File: config.mk
export PLATFORM = sky130hd
export DESIGN_NAME = mc_control
export DESIGN_NICKNAME = d
export VERILOG_FILES = /design/src/rtl/mc_control_pkg.sv /design/src/rtl/mc_control_decoder.sv /design/src/rtl/mc_control.sv
export SDC_FILE = /design/constraint.sdc
export NUM_CORES = 1
export LEC_CHECK = 0
export ABC_AREA = 1
export CAP_MARGIN = 15
export CORE_AREA = 5 5 51 53
export CTS_CLUSTER_DIAMETER = 150
export DETAILED_ROUTE_END_ITERATION = 8
export DIE_AREA = 0 0 56 58
export DONT_BUFFER_PORTS = 1
export PLACE_DENSITY = 0.73
export SETUP_SLACK_MARGIN = 0.5
export SYNTH_ARGS = -nofsm -noshare
export SYNTH_HDL_FRONTEND = slang
export SYNTH_SLANG_ARGS = --single-unit
File: constraint.sdc
create_clock -name clock -period 1.7 [get_ports clock]
set_input_delay 0.085 -clock clock [delete_from_list [all_inputs] [get_ports clock]]
set_output_delay 0.085 -clock clock [all_outputs]
set_load 0.05 [all_outputs]
File: src/rtl/mc_control_pkg.sv
// Shared encodings for the multicycle control unit: FSM states, ALU codes,
// instruction fields, fault codes and the default memory timeout.
package mc_control_pkg;

  typedef enum logic [2:0] {
    S_IDLE   = 3'd0,
    S_FETCH  = 3'd1,
    S_DECODE = 3'd2,
    S_EXEC   = 3'd3,
    S_MEM    = 3'd4,
    S_WB     = 3'd5,
    S_HALT   = 3'd6
  } state_t;

  typedef enum logic [2:0] {
    CL_NONE, CL_R, CL_ORI, CL_LB, CL_SB, CL_BNE
  } iclass_t;

  localparam logic [3:0] ALU_ADD = 4'b0000;
  localparam logic [3:0] ALU_SUB = 4'b0001;
  localparam logic [3:0] ALU_AND = 4'b0010;
  localparam logic [3:0] ALU_OR  = 4'b0011;
  localparam logic [3:0] ALU_SRL = 4'b0100;

  localparam logic [6:0] OP_RTYPE  = 7'b0110011;
  localparam logic [6:0] OP_IMM    = 7'b0010011;
  localparam logic [6:0] OP_LOAD   = 7'b0000011;
  localparam logic [6:0] OP_STORE  = 7'b0100011;
  localparam logic [6:0] OP_BRANCH = 7'b1100011;

  localparam logic [2:0] F3_ADDSUB = 3'b000;
  localparam logic [2:0] F3_SRL    = 3'b101;
  localparam logic [2:0] F3_OR     = 3'b110;
  localparam logic [2:0] F3_AND    = 3'b111;
  localparam logic [2:0] F3_LB     = 3'b000;
  localparam logic [2:0] F3_SB     = 3'b000;
  localparam logic [2:0] F3_BNE    = 3'b001;

  localparam logic [6:0] F7_BASE = 7'b0000000;
  localparam logic [6:0] F7_SUB  = 7'b0100000;

  localparam logic [1:0] FAULT_NONE    = 2'b00;
  localparam logic [1:0] FAULT_ILLEGAL = 2'b01;
  localparam logic [1:0] FAULT_TIMEOUT = 2'b10;

  localparam int unsigned MEM_TIMEOUT_DEFAULT = 16;

endpackage

File: src/rtl/mc_control_decoder.sv
// Instruction classifier: maps the IR word to a class, its EXEC alu_op,
// and the illegal / halt (all-zero word) flags.
module mc_decoder
  import mc_control_pkg::*;
(
  input  logic [31:0] instrucao,
  output iclass_t     cls,
  output logic [3:0]  alu_op,
  output logic        illegal,
  output logic        halt
);

  logic [6:0] opcode;
  logic [2:0] f3;
  logic [6:0] f7;

  assign opcode = instrucao[6:0];
  assign f3     = instrucao[14:12];
  assign f7     = instrucao[31:25];

  always_comb begin
    cls     = CL_NONE;
    alu_op  = ALU_ADD;
    halt    = (instrucao == '0);
    illegal = 1'b0;
    if (!halt) begin
      case (opcode)
        OP_RTYPE: begin
          cls = CL_R;
          if (f3 == F3_ADDSUB && f7 == F7_BASE)     alu_op = ALU_ADD;
          else if (f3 == F3_ADDSUB && f7 == F7_SUB) alu_op = ALU_SUB;
          else if (f3 == F3_SRL && f7 == F7_BASE)   alu_op = ALU_SRL;
          else if (f3 == F3_OR)                     alu_op = ALU_OR;
          else if (f3 == F3_AND)                    alu_op = ALU_AND;
          else begin
            cls     = CL_NONE;
            illegal = 1'b1;
          end
        end
        OP_IMM: begin
          if (f3 == F3_OR) begin cls = CL_ORI; alu_op = ALU_OR; end
          else illegal = 1'b1;
        end
        OP_LOAD: begin
          if (f3 == F3_LB) cls = CL_LB;
          else illegal = 1'b1;
        end
        OP_STORE: begin
          if (f3 == F3_SB) cls = CL_SB;
          else illegal = 1'b1;
        end
        OP_BRANCH: begin
          if (f3 == F3_BNE) begin cls = CL_BNE; alu_op = ALU_SUB; end
          else illegal = 1'b1;
        end
        default: illegal = 1'b1;
      endcase
    end
  end

endmodule

File: src/rtl/mc_control.sv
// Multicycle control FSM (IDLE/FETCH/DECODE/EXEC/MEM/WB/HALT) with memory
// timeout fault. Define CONTROL_PERF_EN to add cycle_count/instr_count.
module mc_control
  import mc_control_pkg::*;
#(
  parameter int unsigned MEM_TIMEOUT = MEM_TIMEOUT_DEFAULT
) (
  input  logic        clock,
  input  logic        reset,
  input  logic        start,
  input  logic [31:0] instrucao,
  input  logic        mem_ready,
  input  logic        zero,
  output logic        pc_write,
  output logic        pc_src,
  output logic        ir_write,
  output logic        mem_read,
  output logic        mem_write,
  output logic        mem_addr_src,
  output logic        reg_write,
  output logic        wb_src,
  output logic        alu_src_b,
  output logic        imm_en,
  output logic        busy,
  output logic [3:0]  alu_op,
  output logic [2:0]  state,
  output logic [1:0]  fault
`ifdef CONTROL_PERF_EN
  ,
  output logic [31:0] cycle_count,
  output logic [31:0] instr_count
`endif
);

  localparam int unsigned CW = $clog2(MEM_TIMEOUT + 1);

  state_t      state_q;
  logic [CW-1:0] wait_cnt;
  iclass_t     cls;
  logic [3:0]  dec_alu;
  logic        illegal;
  logic        halt;
  logic        timeout;

  mc_decoder u_dec (
    .instrucao (instrucao),
    .cls       (cls),
    .alu_op    (dec_alu),
    .illegal   (illegal),
    .halt      (halt)
  );

  assign state   = state_q;
  assign timeout = !mem_ready && (wait_cnt == CW'(MEM_TIMEOUT - 1));

  // wait_cnt is cleared on every state change so FETCH and MEM waits never accumulate
  always_ff @(posedge clock or negedge reset) begin
    if (!reset) begin
      state_q  <= S_IDLE;
      fault    <= FAULT_NONE;
      wait_cnt <= '0;
    end else begin
      case (state_q)
        S_IDLE: if (start) state_q <= S_FETCH;
        S_FETCH, S_MEM: begin
          if (mem_ready) begin
            wait_cnt <= '0;
            if (state_q == S_FETCH)  state_q <= S_DECODE;
            else if (cls == CL_LB)   state_q <= S_WB;
            else                     state_q <= S_FETCH;
          end else if (timeout) begin
            wait_cnt <= '0;
            state_q  <= S_HALT;
            fault    <= FAULT_TIMEOUT;
          end else begin
            wait_cnt <= wait_cnt + CW'(1);
          end
        end
        S_DECODE: begin
          if (halt) state_q <= S_HALT;
          else if (illegal) begin
            state_q <= S_HALT;
            fault   <= FAULT_ILLEGAL;
          end else state_q <= S_EXEC;
        end
        S_EXEC: begin
          case (cls)
            CL_R, CL_ORI: state_q <= S_WB;
            CL_LB, CL_SB: state_q <= S_MEM;
            CL_BNE:       state_q <= S_FETCH;
            default: begin
              state_q <= S_HALT;
              fault   <= FAULT_ILLEGAL;
            end
          endcase
        end
        S_WB:    state_q <= S_FETCH;
        S_HALT:  state_q <= S_HALT;
        default: state_q <= S_IDLE;
      endcase
    end
  end

  always_comb begin
    pc_write     = 1'b0;
    pc_src       = 1'b0;
    ir_write     = 1'b0;
    mem_read     = 1'b0;
    mem_write    = 1'b0;
    mem_addr_src = 1'b0;
    reg_write    = 1'b0;
    wb_src       = 1'b0;
    alu_src_b    = 1'b0;
    imm_en       = 1'b0;
    busy         = 1'b0;
    alu_op       = ALU_ADD;
    case (state_q)
      S_FETCH: begin
        busy     = 1'b1;
        mem_read = 1'b1;
        ir_write = mem_ready;
      end
      S_DECODE: begin
        busy   = 1'b1;
        imm_en = 1'b1;
      end
      S_EXEC: begin
        busy   = 1'b1;
        alu_op = dec_alu;
        case (cls)
          CL_ORI, CL_LB, CL_SB: alu_src_b = 1'b1;
          CL_BNE: begin
            pc_write = 1'b1;
            pc_src   = ~zero;
          end
          default: ;
        endcase
      end
      S_MEM: begin
        busy         = 1'b1;
        mem_addr_src = 1'b1;
        if (cls == CL_LB) mem_read = 1'b1;
        else begin
          mem_write = 1'b1;
          pc_write  = mem_ready;
        end
      end
      S_WB: begin
        busy      = 1'b1;
        reg_write = 1'b1;
        wb_src    = (cls == CL_LB);
        pc_write  = 1'b1;
      end
      default: ;
    endcase
  end

`ifdef CONTROL_PERF_EN
  logic enter_fetch;

  assign enter_fetch = (state_q == S_EXEC && cls == CL_BNE) ||
                       (state_q == S_MEM && mem_ready && cls != CL_LB) ||
                       (state_q == S_WB);

  always_ff @(posedge clock or negedge reset) begin
    if (!reset) begin
      cycle_count <= '0;
      instr_count <= '0;
    end else begin
      if (busy && cycle_count != '1)        cycle_count <= cycle_count + 32'd1;
      if (enter_fetch && instr_count != '1) instr_count <= instr_count + 32'd1;
    end
  end
`endif

endmodule

* Word level (Yosys, flattened, before mapping)
Cells that the tools add are included.
** Storage, ports and cells
- Output and inout bits :: 20
- Register bits :: 10
** Operators by class
- Muxes and demuxes :: 65
- Bitwise gates (word level) :: 1
- Add/subtract/negate cells :: 1
- Reductions and logical operators :: 19
- Equality and inequality tests :: 29
** Operator list (number)
- $mux W3 :: 14
- $logic_not A32 Y1 :: 1
- $mux W1 :: 26
- $eq A3 B3 Y1 const B :: 8
- $mux W4 :: 6
- $eq A7 B6 Y1 const B :: 3
- $mux W2 :: 9
- $pmux W3 S6 :: 1
- $pmux W3 S5 :: 1
- $eq A3 B2 Y1 const B :: 4
- $ne A2 B2 Y1 const B :: 6
- $pmux W4 S3 :: 1
- $mux W5 :: 2
- $reduce_or A5 Y1 :: 2
- $eq A3 B1 Y1 const B :: 3
- $pmux W3 S3 :: 1
- $reduce_or A2 Y1 :: 4
- $eq A7 B2 Y1 const B :: 1
- $eq A7 B5 Y1 const B :: 1
- $eq A7 B7 Y1 const B :: 1
- $logic_not A7 Y1 :: 1
- $logic_not A3 Y1 :: 2
- $pmux W2 S3 :: 1
- $reduce_and A6 Y1 :: 1
- other kinds (12) :: 15

* Logic depth before layout (Yosys ltp)
- Depth in word-level cells :: 13
- Mapped depth :: 13

* By module
A second synthesis with hierarchy kept.
** Second synthesis, totals
- Cell total of the unflattened synthesis :: 215
- Area total of the unflattened synthesis :: 1270.0 µm²
** By module, submodules not included
- mc_control :: cells each 123, area an instance 833.3 µm², instances 1
- mc_decoder :: cells each 92, area an instance 436.7 µm², instances 1

* Worst setup path before layout
OpenSTA, ideal clock, no wires.
- Path type :: reg2out
- Start point :: register state_q[2] (netlist: state[2])
- End point :: output mem_read
- Stages on the path, launching flop included :: 7
- Data required time :: 1.615 ns
- Path buffers :: 0
- Slack :: -0.912 ns
- Arrival :: 2.527 ns
- Cell sequence :: dfrtp_1 -> inv_1 -> nor2_2 -> inv_2 -> nor2_4 -> inv_2 -> o21ai_0
** Between the ends
- Longest elaborated chain between the ends :: 2
- Elaborated cells on any way between the ends :: 3
** RTL lines
- from (decl) :: line mc_control.sv:37 : state_t state_q;
- from (signal assigned) :: line mc_control.sv:59 : state_q <= S_IDLE;
- from (signal assigned) :: line mc_control.sv:64 : S_IDLE: if (start) state_q <= S_FETCH;
- from (signal assigned) :: line mc_control.sv:68 : if (state_q == S_FETCH) state_q <= S_DECODE;
- $eq A3 B3 Y1 / $eq A3 B1 Y1 (equally long branches) :: line mc_control.sv:117 : case (state_q)
- $pmux W1 S2 * :: line mc_control.sv:117
- to (decl) :: line mc_control.sv:17 : output logic mem_read,
Every way passes the cells marked *; elsewhere a longest branch is shown, timed or not.

* Worst setup path after layout
- Start point :: register state_q[2] (netlist: state[2])
- End point :: output alu_op[1]
** Between the ends
- Longest elaborated chain between the ends :: 2
** RTL lines
- $eq A3 B2 Y1 :: line mc_control.sv:117
- $mux W4 :: line mc_control.sv:117
- to (decl) :: line mc_control.sv:25 : output logic [3:0] alu_op,
Every way passes these cells.

==> impl_metrics.yaml <==
pwr:
  finalPower_mw: 3.001
  switching_share_pct: 55.45
  p_int_mw: 1.337
  p_leak_nw: 0.7953
  cellPowerDensity_nw_per_um2: 1672
  max-vdd-ir-drop_mv: 1.631
  pwr-share-seq_pct: 18.7
  p_sw_mw: 1.664
  p_comb_share_pct: 75.2
  p_clk_share_pct: 6.1
cts:
  clkTransAtPathRegs_ns: 0.07
  tritoncts: "built"
  clockBufferDepth: 2
  cts.htree.levels: 1
  clk_latency_ns: 0.28
  clkSinkCount: 10
  cts_root_buf: "clkbuf_4"
  cts-buffers-inserted: 3
hold_path:
  min_to: "state[1]"
  hp-start: "start"
  worstHoldPathType: "primary input to register"
  holdPathStages: 4
run_status:
  status: "finished, violations left"
  violations: "negative setup slack"
worst_setup_path:
  cpMostUsedCell: "nor2_4"
  cp_slowest_cell: "dfrtp_2"
  regToRegSetupSlack_ns: -0.01
  critPathTopFamily: "simple AND/OR/NAND/NOR gates"
  cp_data_required_time_ns: 1.62
  path_cells: "nor2_4, inv_2, nor2_4, nand4_1, o22ai_4, buf_12"
  r2r-start: "state[2]"
  critPathMaxStageDelay_ns: 0.43
  worstReg2RegEnd: "state[0]"
  crit_buf_inv: 2
  arrival_ns: 1.69
  cp_max_fo: 6
  critical_path_class: "register to output port"
  worstSetupStartpointType: "register"
  r2r_cells: 12
  end_kind: "output port"
grt:
  grt_max_degree: 11
  antenna_found_initial: 0
  grt.total_usage_pct: 22.29
  grt_pass1_wl_microns: 5740
  grt_pass1_vias: 1344
  gr-total-overflow: 0
placement:
  gp_congestion: 0.9218
  dp_hpwl_microns: 2659
  dp_slack_ns: 0.1394
  place_area_sq_um: 1418
  io_buffers: 0
timing:
  fin_crit_sh_pct: 104.6
  hold_ws_ns: 0.08294
  rsz0062_at_grt: "true"
  tightest_slew_ns: 0.5128
  setup_violations: 6
  final.setup.worst_slack_ns: -0.07883
  fin_crit_ns: 1.779
  drv_slew: 0
  final.setup.tns_ns: -0.2414
  worst_clock_skew_ns: 0.0005529
  max_slew_margin_pct: 65.81
  fmax_mhz: 562.2
  hold_violations: 0
yosys:
  yosysUniqueCellTypes: 30
  synth_edf_count: 0
  synth_area_sq_um: 1080
  ys_seq_area_share_pct: 23.17
  postSynthCellCount: 182
  syn_area_per_cell_sq_um: 5.933
  synth_nets: 220
  synth_top_area_share_pct: 23.17
  netlist_top_cells_count: "nand2_1 (52), nor2_1 (26), inv_1 (22)"
  yosysWarnings: 0
  synth_seq_cells: 10
  synth_most_common_cell: "nand2_1"
  synth_top_cell_by_area: "dfrtp_1"
  synthFlopType: "dfrtp_1"
  yosys-top-cells-area: "dfrtp_1 (23%), nand2_1 (18%), nor2_1 (9.0%)"
  async_flop_share_pct: 100.0
drt:
  drt_pre_antenna_iters: 4
  routed_wl_microns: 4510
  wire_per_inst_microns: 17.69
  dr.first_iter.drc_count: 73
  drc: 0
  postRouteAntennaNets: 0
  vias: 1521
  routed_via_density: 5.965
layout:
  area_growth_pct: 66.16
  drive_gt1_share_pct: 40.97
  diodes: 0
  fillers: 106
  final_cell_area_sq_um: 1794
  final_nets: 266
floorplanning:
  chipWidth_microns: 56
  rows: 17
  start_util_pct: 51.28
  dieArea_sq_um: 3248
  die_h_microns: 58
  io_pins: 57
  coreArea_sq_um: 2106
run:
  drv_cap: 0
==> sequential cells by signal, summed over array words and instances (netlist names) <==
name,flops
fault,2
state,3
wait_cnt,5
==> logic make-up (layout without fill, tap and decap cells) <==
kind of cell,Yosys count,after routing,share of synthesized area (%)
flip-flops,10,10,23.17
AO/OA/AOI/OAI,20,20,11.01
other,1,1,0.3473
AND/OR/NAND/NOR,120,120,52.26
buffers and inverters,28,73,10.43
adder cells (fa/ha/maj),1,1,1.159
XOR/XNOR,2,2,1.623
==> worst max path at each step <==
stage	start	endpoint	slack, ns	cells after the start
3_5_place_dp	wait_cnt[0]	fault[1]	0.14	8
5_1_grt	state[2]	pc_write	-0.15	8
4_1_cts	state[1]	alu_op[1]	-0.008	7
2_1_floorplan	state[2]	pc_write	-0.40	6
3_3_place_gp	state[2]	pc_write	0.17	8
6_report	state[2]	alu_op[1]	-0.08	6
==> power by group through the flow <==
stage	sequential, mW	combinational [mW]	clock, mW
3_3_place_gp	0.546	1.35	0
3_5_place_dp	0.552	1.38	0
5_1_grt	0.568	2.37	0.200
6_report	0.561	2.26	0.184
2_1_floorplan	0.650	0.929	0
4_1_cts	0.552	1.73	0.164
==> worst min-delay path, cell delays in order <==
cell and delay (ns):
inv_1 0.05, a21oi_2 0.08, inv_2 0.08, a21oi_2 0.03
==> metal layers <==
layer / global-route usage [%] / share of wire (%) / vias up
li1: - / - / 690
met1: 20.46 / 35 / 717
met4: 11.19 / 3.3 / 0
met5: 0 / 0 / -
met2: 43.57 / 53 / 98
met3: 7.350 / 8.5 / 16
==> metrics by stage <==
stage          std cells  utilization, %
2_1_floorplan        182               -
3_3_place_gp         228           67.32
3_5_place_dp         228           67.32
4_1_cts              243           77.54
5_1_grt              255           85.21
6_report             255           85.21
==> final cells by class <==
cell class	instances	area (sq um)	share of cell area, %
Inverter	26	112.6	6.276
Timing Repair Buffer	43	471.7	26.29
Multi-Input combinational cell	144	892.1	49.72
Clock buffer	4	26.28	1.464
Sequential cell	10	256.5	14.30
Tap cell	28	35.03	1.953
==> layout by cell type, fill, tap and decap left out, types with 3 or more instances in the layout <==
master,netlist,routed
nand2_1,52,49
buf_4,2,23
inv_1,22,15
nor2_1,26,15
nor2_4,1,12
nand3_1,14,10
nand4_1,9,9
inv_2,4,7
dfrtp_1,10,7
buf_12,0,7
buf_6,0,7
nor3_1,5,5
nor4_1,5,5
nand3_2,1,4
buf_8,0,4
o21ai_2,1,3
o21ai_1,4,3
a21oi_1,4,3
nand2_2,0,3
clkbuf_4,0,3
==> repair_timing <==
item                                    in CTS  in global routing
buffers inserted                             9                 12
pin swaps                                    6                 14
hold buffers                                 2                  0
endpoints found under the setup margin      23                 24
cloned                                       0                  0
endpoints found under the hold margin       11                  0
resized for setup                           29                 18
Note: power is estimated with default switching activity, not from simulation.
